**src/rtl/interrupt_request_controller.sv**
```systemverilog
// Interrupt request controller: latches rising edges on the request lines, grants one at
// a time by lowest index, and releases the next grant only after RET plus a holdoff.
module interrupt_request_controller #(
    parameter int         NUM_IRQ    = 4,
    parameter logic [4:0] RET_OPCODE = 5'b10000,
    parameter int         HOLDOFF    = 2
) (
    input  logic               clk,
    input  logic               reset,
    input  logic [NUM_IRQ-1:0] irq_in,
    input  logic [NUM_IRQ-1:0] irq_mask,
    input  logic               int_en,
    input  logic [23:0]        ins,
    output logic               interrupt,
    output logic [2:0]         irq_id,
    output logic               in_service,
    output logic [NUM_IRQ-1:0] pending
);

    localparam int CW = (HOLDOFF > 1) ? $clog2(HOLDOFF) : 1;

    typedef enum logic [1:0] {IDLE, ASSERT, SERVICE, HOLD} state_t;

    state_t             state, state_next;
    logic [CW-1:0]      hold_cnt, hold_cnt_next;
    logic [NUM_IRQ-1:0] irq_prev;
    logic [NUM_IRQ-1:0] rise;
    logic [NUM_IRQ-1:0] eligible;
    logic [NUM_IRQ-1:0] winner_onehot;
    logic [2:0]         winner_idx;
    logic [NUM_IRQ-1:0] clr;
    logic               grant;
    logic               ret_seen;
    logic               hold_done;

    assign rise      = irq_in & ~irq_prev;
    assign eligible  = pending & ~irq_mask & {NUM_IRQ{int_en}};
    assign ret_seen  = (ins[23:19] == RET_OPCODE);
    assign hold_done = (state == HOLD) && (hold_cnt == '0);

    // Lowest index wins: the first set bit found while scanning upward.
    always_comb begin
        winner_onehot = '0;
        winner_idx    = '0;
        for (int unsigned i = 0; i < NUM_IRQ; i++) begin
            if (eligible[i] && (winner_onehot == '0)) begin
                winner_onehot[i] = 1'b1;
                winner_idx       = 3'(i);
            end
        end
    end

    always_comb begin
        state_next    = state;
        hold_cnt_next = hold_cnt;
        clr           = '0;
        grant         = 1'b0;
        case (state)
            IDLE: begin
                if (eligible != '0) begin
                    state_next = ASSERT;
                    grant      = 1'b1;
                    clr        = winner_onehot;
                end
            end
            ASSERT: begin
                state_next = SERVICE;
            end
            SERVICE: begin
                if (ret_seen) begin
                    state_next    = HOLD;
                    hold_cnt_next = CW'(HOLDOFF - 1);
                end
            end
            HOLD: begin
                if (hold_cnt == '0) begin
                    state_next = IDLE;
                end else begin
                    hold_cnt_next = hold_cnt - 1'b1;
                end
            end
            default: begin
                state_next = IDLE;
            end
        endcase
    end

    always_ff @(posedge clk) begin
        if (reset) begin
            state      <= IDLE;
            hold_cnt   <= '0;
            interrupt  <= 1'b0;
            irq_id     <= '0;
            in_service <= 1'b0;
            pending    <= '0;
            irq_prev   <= '1;
        end else begin
            state     <= state_next;
            hold_cnt  <= hold_cnt_next;
            interrupt <= (state_next == ASSERT);
            irq_prev  <= irq_in;
            // OR-ing rise after the clear lets a same-cycle new edge survive the grant.
            pending   <= (pending & ~clr) | rise;
            if (grant) begin
                irq_id     <= winner_idx;
                in_service <= 1'b1;
            end else if (hold_done) begin
                in_service <= 1'b0;
            end
        end
    end

endmodule

```
**config.mk**
```make
export PLATFORM = sky130hd
export DESIGN_NAME = interrupt_request_controller
export DESIGN_NICKNAME = d
export VERILOG_FILES = /design/src/rtl/interrupt_request_controller.sv
export SDC_FILE = /design/constraint.sdc
export NUM_CORES = 1
export LEC_CHECK = 0
export BUFFER_PORTS_ARGS = -buffer_cell sky130_fd_sc_hd__buf_4
export CAP_MARGIN = 0
export CORE_MARGIN = 1
export CORE_UTILIZATION = 35
export DETAILED_ROUTE_END_ITERATION = 12
export PLACE_DENSITY = 0.69
export SLEW_MARGIN = 20
export SYNTH_ARGS = -nofsm -noshare
export SYNTH_HDL_FRONTEND = slang
export SYNTH_SLANG_ARGS = --single-unit
```
**constraint.sdc**
```tcl
create_clock -name clk -period 3 [get_ports clk]
set_input_delay 0.45 -clock clk [delete_from_list [all_inputs] [get_ports clk]]
set_output_delay 0.45 -clock clk [all_outputs]
set_load 0.05 [all_outputs]
```
* Word-level counts from Yosys, hierarchy flattened
Cells that the tools add are included.
Word-level totals: flip-flop bits (word level) 16, input bits 35, output and inout bits 9, logic and storage cells 55
Cells by class: muxes and demuxes 20, equal/unequal tests 6, reduce and logical (&&, ||, !) cells 11, bitwise operators 10, add/sub/neg operators 1
Operators by type and width (count):
- $and 4x4->4 | 4
- $not 4->4 | 3
- $mux 1 | 11
- $mux 4 | 2
- $pmux 2 s4 | 1
- $mux 2 | 3
- $mux 3 | 2
- $eq 5x5->1 const B | 1
- $eq 2x1->1 const B | 2
- $eq 2x2->1 const B | 2
- $logic_and 1x1->1 | 4
- $logic_not 2->1 | 2
- $or 4x4->4 | 1
- $reduce_bool 2->1 | 2
- $reduce_bool 4->1 | 1
- $logic_not 3->1 | 1
- $ne 2x2->1 const B | 1
- $not 1->1 | 2
- $pmux 1 s2 | 1
- $reduce_and 2->1 | 1
- $sub 1x1->1 const B | 1

* Longest topological paths before layout
Gate-level depths: netlist of run 1.
word-level depth 18, mapped depth 3, gate-level depth less buffers 3

* Worst setup path after synthesis of run 1
OpenSTA, ideal clock, no wires.
kind register -> register, from reg pending[1], to reg irq_id[0], cell stages (with the launch flop) 4, period minus slack after synthesis 1488 ps, required time 2905 ps, arrival 1392 ps, setup time 95 ps, path buffers 0, setup slack 1512 ps, path through dfxtp_1 -> nor2b_1 -> o41ai_2 -> a221oi_1
Between the ends: word-level cells in the longest chain between the ends 10, elaborated cells on any way between the ends 15, those cells by class mux: 7; bitwise: 2; reduce/logical: 6
Ends and longest elaborated chain:
- start, declared | line 17 | output logic [NUM_IRQ-1:0] pending
- start signal, assigned | line 103 | pending <= (pending & ~clr) | rise;
- $and 4x4->4 (*) (2 in a row) | line 37 | assign eligible = pending & ~irq_mask & {NUM_IRQ{int_en}};
- $logic_and 1x1->1 | line 46 | if (eligible[i] && (winner_onehot == '0)) begin
- $mux 1 | line 46
- $logic_not 2->1 | line 46
- $logic_and 1x1->1 | line 46
- $mux 1 | line 46
- $logic_not 3->1 | line 46
- $logic_and 1x1->1 | line 46
- $mux 3 | line 46
- end signal, assigned | line 105 | irq_id <= winner_idx;
- end, declared | line 15 | output logic [2:0] irq_id,
Every way passes the cells marked *; elsewhere a longest branch is shown, timed or not. A chain may end at the register's enable or synchronous reset.

* Final worst setup path of run 1
from reg pending[0], to reg irq_id[0]
Between the ends: word-level cells in the longest chain between the ends 12, elaborated cells on any way between the ends 17, those cells by class mux: 8; bitwise: 3; reduce/logical: 6
Ends and longest elaborated chain (line):
- $and 4x4->4 (*) (2 in a row) | 37
- $mux 1 | 46
- $not 1->1 | 46
- $logic_and 1x1->1 | 46
- $mux 1 | 46
- $logic_not 2->1 | 46
- $logic_and 1x1->1 | 46
- $mux 1 | 46
- $logic_not 3->1 | 46
- $logic_and 1x1->1 | 46
- $mux 3 | 46
Marked as above.

==> results of run 1 <==
[worst max-delay path, stage by stage (launching register included)]
cell and delay (ns):
dfxtp_1 0.32, nor2b_2 0.20, o41ai_2 0.58, a221oi_1 0.15
[worst max-delay path by stage]
| stage | end | slack [ns] | startpoint |
|---|---|---|---|
| global placement | pending[3] | 1.48 | irq_mask[3] |
| detailed placement | pending[3] | 1.47 | irq_mask[3] |
| global route | irq_id[0] | 1.54 | pending[1] |
| floorplan | irq_id[0] | 1.51 | pending[1] |
| CTS | irq_id[1] | 1.60 | pending[0] |
| finish | irq_id[0] | 1.60 | pending[0] |
[metrics by stage]
step                      power [mW]  setup slack [ns]  hold slack (ns)
after floorplan               0.2668             1.513           0.4625
after global placement        0.2957             1.477           0.4455
after detailed placement      0.2967             1.466           0.4544
after CTS                     0.4085             1.599           0.3595
after global routing          0.4223             1.537           0.3639
final                         0.4075             1.600           0.3586
[cell families after synthesis]
| family | after synthesis |
|---|---|
| buffers and inverters | 4 |
| and+or+nand+nor | 25 |
| DFF | 15 |
| AOI/OAI and AO/OA | 18 |
| other | 1 |
[sequential cells by signal, indices dropped and copies added (netlist names)]
name and flops:
irq_prev 4, pending 4, irq_id 2, state 2
hold_cnt 1, in_service 1, interrupt 1
[routing by layer]
| metal | vias up | GRT usage (%) |
|---|---|---|
| met4 | 0 | 7.273 |
| met5 | - | 0 |
| li1 | 273 | - |
| met1 | 251 | 16.75 |
| met3 | 4 | 2.449 |
| met2 | 17 | 24.12 |
[power groups by stage]
stage	logic, mW	registers, mW	clock network, mW
global placement	0.0762	0.219	0
finish	0.0763	0.215	0.116
floorplan	0.0275	0.239	0
detailed placement	0.0768	0.220	0
CTS	0.0770	0.215	0.116
global route	0.0817	0.217	0.124
[placed cells by master, fill, tap and decap left out, drive strengths merged, types with 2 or more instances in the layout]
cell type	instances
nor2	3
buf	23
o41ai	3
a211oi	2
inv	2
clkbuf	4
nand2b	5
dfxtp	15
nor2b	5
or2	4
o21ai	2
a21oi	6
[cell type report]
class,count,area [um2]
fill,161,747.0
sequential,15,300.3
clock buffer,4,26.28
inverter,2,7.507
tap,24,30.03
multi-input combinational,44,310.3
timing repair buffer,23,172.7
==> impl_metrics.ini, run 1 <==
[synthesis]
avgSynthCellArea_um2 = 9.990
synthCells = 63
yosysUniqueCellTypes = 27
yosysTopAreaCellShare_pct = 47.71
synth_compound_area_share_pct = 22.47
seq_area_frac_synth_pct = 47.71
synth_edf_count = 0
synthFlopType = dfxtp_1
yosys-top-cells-count = dfxtp_1, a21oi_1, nand2b_1
yosys_warnings = 0
synth_fa_ha_area_share_pct = 0
synth_top_family_by_area = simple AND/OR/NAND/NOR gates
async_flop_share_pct = 0
ys_ff_latch = 15
synthSimpleGateAreaFrac_pct = 26.24
synth_nets = 98
synth.most_common_cell = dfxtp_1
synth_xor_area_share_pct = 0
yosys.area.top_type = dfxtp_1
synthMuxAreaShare_pct = 0
ys_top_cells_by_area = dfxtp_1, o41ai_2, nand2b_1, a21oi_1, nor2b_1
syn_area_um2 = 629.4

[min_path]
hold_start = irq_in[3]
hold_depth = 2
hp-class = input pin to register
whs_endpoint = irq_prev[3]

[grt]
grt_antenna_before_repair = 0
grt_first_pass_wirelength_um = 2021
track_usage_pct = 14.08
grt_pass1_vias = 534
grt_max_degree = 16
grt-ovfl-total = 0

[sta]
fmax_mhz = 714.1
setup_viol = 0
min_period_ns = 1.400
tns_ns = 0
finClkSkew_ns = 0.001118
maxSlewViolCount = 0
relSlewSlack_pct = 64.16
finalCritPeriodShare_pct = 46.68
worst_pin_slew_ns = 0.5318
hold_violations = 0
rsz0062_at_grt = no

[power_and_ir_drop]
p_seq_share_pct = 52.8
p_int_mw = 0.2943
ir_worst_vdd_uv = 299.7
p_comb_share_pct = 18.7
power_density_nw_per_um2 = 481.0
swShare_pct = 27.78
p_leak_nw = 0.3522
clockPowerShare_pct = 28.5
switchingPower_mw = 0.1132

[cts]
cts_max_path_buffers = 2
cts_resized = 0
insertion_delay_ns = 0.28
root_buffer = clkbuf_4
clk_pin_slew_worst_paths_ns = 0.09
cts_setup_buffers = 0
hold_buffers = 0
cts_buffers = 3
numClockSinks = 15
h-tree-depth = 1
cts_tree = built

[routing]
drt_iter0_markers = 5
route.met2.wl_um = 547
met3_length_um = 62
drt-total-wl_um = 1210
top_layer = met4
vias = 545
routed_via_density = 4.866
drtAntennaViolNets = 0
drc = 0
wl_met1_um = 579
wl_per_cell_um = 10.80
firstDrtPassIters = 4

[die]
ios = 44
die_w_um = 44.41
fp-row-count = 14
dieArea_um2 = 1972
start_util_pct = 39.48
coreArea_um2 = 1594
die_h_um = 44.41

[critical_path]
r2r_slack_ns = 1.60
cp_data_arrival_time_ns = 1.54
regToRegEndpoint = irq_id[0]
crit_path_max_fanout = 6
r2r_start = pending[0]
cp.required_ns = 3.14
critPathKind = register to register
worst_r2r_path_depth = 3
worst_setup_path_start_kind = register
worstSetupEndpointType = register

[place]
place_congestion = 0.6413
port_buffers = 23
placed_cell_area_um2 = 820.8
place_inst = 108

[run_status]
status = complete, no violations

[final_layout]
syn_to_final_growth_pct = 34.59
nets = 124
n_antenna_cell = 0
drive_above_1_share_pct = 40.91
post-route-util_pct = 53.14
stdcell_count = 112
stdcell_area_um2 = 847.1

[run]
cap_violations = 0
No activity file was read; power rests on OpenSTA's default activity.
==> run 2: changes to the inputs <==
PLACE_DENSITY = 0.72   (was 0.69)
clock period = 1.2 ns   (was 3 ns; I/O delays follow)
==> run 2 against run 1 <==
Effect of this change: the flow now finishes with violations (setup timing); hold slack lost 0.27 ns; fmax grew 11%; final cell count is 11% higher; clock power grew 150%; clock-buffer cell count is 1 lower; combinational power increased to 3.3 times the previous value; routed wire length rose by 18%; global-route usage grew 1.6 points; sequential cell count stayed put; critical path depth is the same; critical path type unchanged.
==> impl_metrics.ini, run 2 (same netlist as run 1, synthesis figures left out) <==
[final_layout]
nets = 136
drive_above_1_share_pct = 62.00
syn_to_final_growth_pct = 64.41
final_cell_mix = buf_4, dfxtp_1, a21oi_1
stdcell_area_um2 = 1035
n_antenna_cell = 0
final_common_cell = buf_4
reg_top3 = irq_prev (4), pending (4)

[grt]
grt_antenna_before_repair = 0
grt_max_degree = 16
grt-ovfl-total = 0
grt_first_pass_wirelength_um = 2187
track_usage_pct = 15.66
grt_pass1_vias = 559

[die]
die_w_um = 44.41
coreArea_um2 = 1594
dieArea_um2 = 1972
ios = 44
die_h_um = 44.41
start_util_pct = 39.48
fp-row-count = 14

[place]
hpwl_um = 1040
port_buffers = 23
placed_cell_area_um2 = 920.9
place_congestion = 0.7462

[min_path]
hp-class = input pin to register

[power_and_ir_drop]
power_density_nw_per_um2 = 1037
switchingPower_mw = 0.3088
p_seq_share_pct = 49.5
p_comb_share_pct = 23.5
ir_worst_vdd_uv = 694.2
p_int_mw = 0.7639
p_leak_nw = 0.4357
swShare_pct = 28.78
clockPowerShare_pct = 27.0
power_mw = 1.073

[sta]
min_period_ns = 1.267
hold_violations = 0
rsz0062_at_grt = yes
holdWs_ns = 0.08962
finalCritPeriodShare_pct = 105.6
maxSlewViolCount = 0
tns_ns = -0.1761
setup_viol = 6
finClkSkew_ns = 0.004761
setup_ws_ns = -0.06709
fmax_mhz = 789.2

[critical_path]
cp-endpoint = pending[3]
cp.required_ns = 1.37
cp_data_arrival_time_ns = 1.44
worstSetupEndpointType = register
critPathKind = register to register
r2r_slack_ns = -0.07
worst_r2r_path_depth = 3
worst_setup_path_start_kind = register
r2r_start = state[1]
critPathLaunch = state[1]
regToRegEndpoint = pending[3]
crit_path_max_fanout = 3

[routing]
drtAntennaViolNets = 0
drt_iter0_markers = 4
drc = 0
wl_per_cell_um = 11.51
vias = 596
firstDrtPassIters = 3
routed_via_density = 4.806
drt-total-wl_um = 1427

[cts]
cts_tree = built
clk_pin_slew_worst_paths_ns = 0.09
root_buffer = clkbuf_4
hold_buffers = 0
h-tree-depth = 1
cts_max_path_buffers = 2
insertion_delay_ns = 0.28
numClockSinks = 15
cts_buffers = 3

[run_status]
status = complete, but fails checks
violations = setup timing

[run]
cap_violations = 0
-- run 2: cell count changes in the layout (fill, tap and decap cells not counted), moves of 2 or more --
cell	before	now
dfxtp_2	0	3
nor2b_4	0	4
buf_6	0	2
nor2b_1	4	1
dfxtp_1	15	9
dfxtp_4	0	3
buf_4	23	33
-- run 2: layout make-up --
cell class | instances | area [um2]
inverter | 2 | 7.507
tap | 24 | 30.03
timing repair buffer | 35 | 270.3
clock buffer | 3 | 22.52
clock inverter | 1 | 5.005
fill | 131 | 559.3
multi-input combinational | 44 | 384.1
sequential | 15 | 315.3
-- run 2: repair_timing --
item | 4_1_cts | 5_1_grt
setup endpoints to repair | 6 | 8
setup buffers | 1 | 4
endpoints found under the hold margin | 0 | 0
pin swaps | 2 | 6
gates resized for setup | 4 | 6
-- run 2: per-layer routing --
layer | GRT usage [%] | part of all wire, % | vias up
li1 | - | - | 299
met1 | 18.18 | 45 | 277
met2 | 26.18 | 50 | 18
met3 | 3.673 | 3.8 | 2
met4 | 9.091 | 0.98 | 0
met5 | 0 | 0 | -
-- run 2: power groups by stage --
stage | combinational [mW] | sequential, mW | clock (mW)
after floorplan | 0.0770 | 0.597 | 0
after global placement | 0.223 | 0.541 | 0
after detailed placement | 0.226 | 0.543 | 0
after CTS | 0.239 | 0.531 | 0.292
after global routing | 0.268 | 0.534 | 0.320
final | 0.252 | 0.531 | 0.289
-- run 2: worst min-delay path by stage --
stage / slack, ns / depth (start not counted) / from / to
floorplan: 0.26 / 1 / reset / hold_cnt
global placement: 0.38 / 2 / irq_in[3] / irq_prev[3]
detailed placement: 0.38 / 2 / irq_in[3] / irq_prev[3]
CTS: 0.09 / 2 / irq_in[3] / irq_prev[3]
global route: 0.08 / 2 / irq_in[1] / irq_prev[1]
finish: 0.09 / 2 / irq_in[3] / irq_prev[3]
-- run 2: critical path, cell delays in order, from the launching register on --
cell	delay [ns]
dfxtp_2	0.34
or4b_4	0.51
o41ai_2	0.22
a21oi_1	0.09
-- run 2: per-stage QoR --
stage / cells / utilization (%) / setup slack [ns]
2_1_floorplan: 63 / - / -0.04394
3_3_place_gp: 115 / 57.77 / -0.06737
3_5_place_dp: 115 / 57.77 / -0.09507
4_1_cts: 120 / 61.22 / -0.07526
5_1_grt: 124 / 64.91 / -0.08895
6_report: 124 / 64.91 / -0.06709
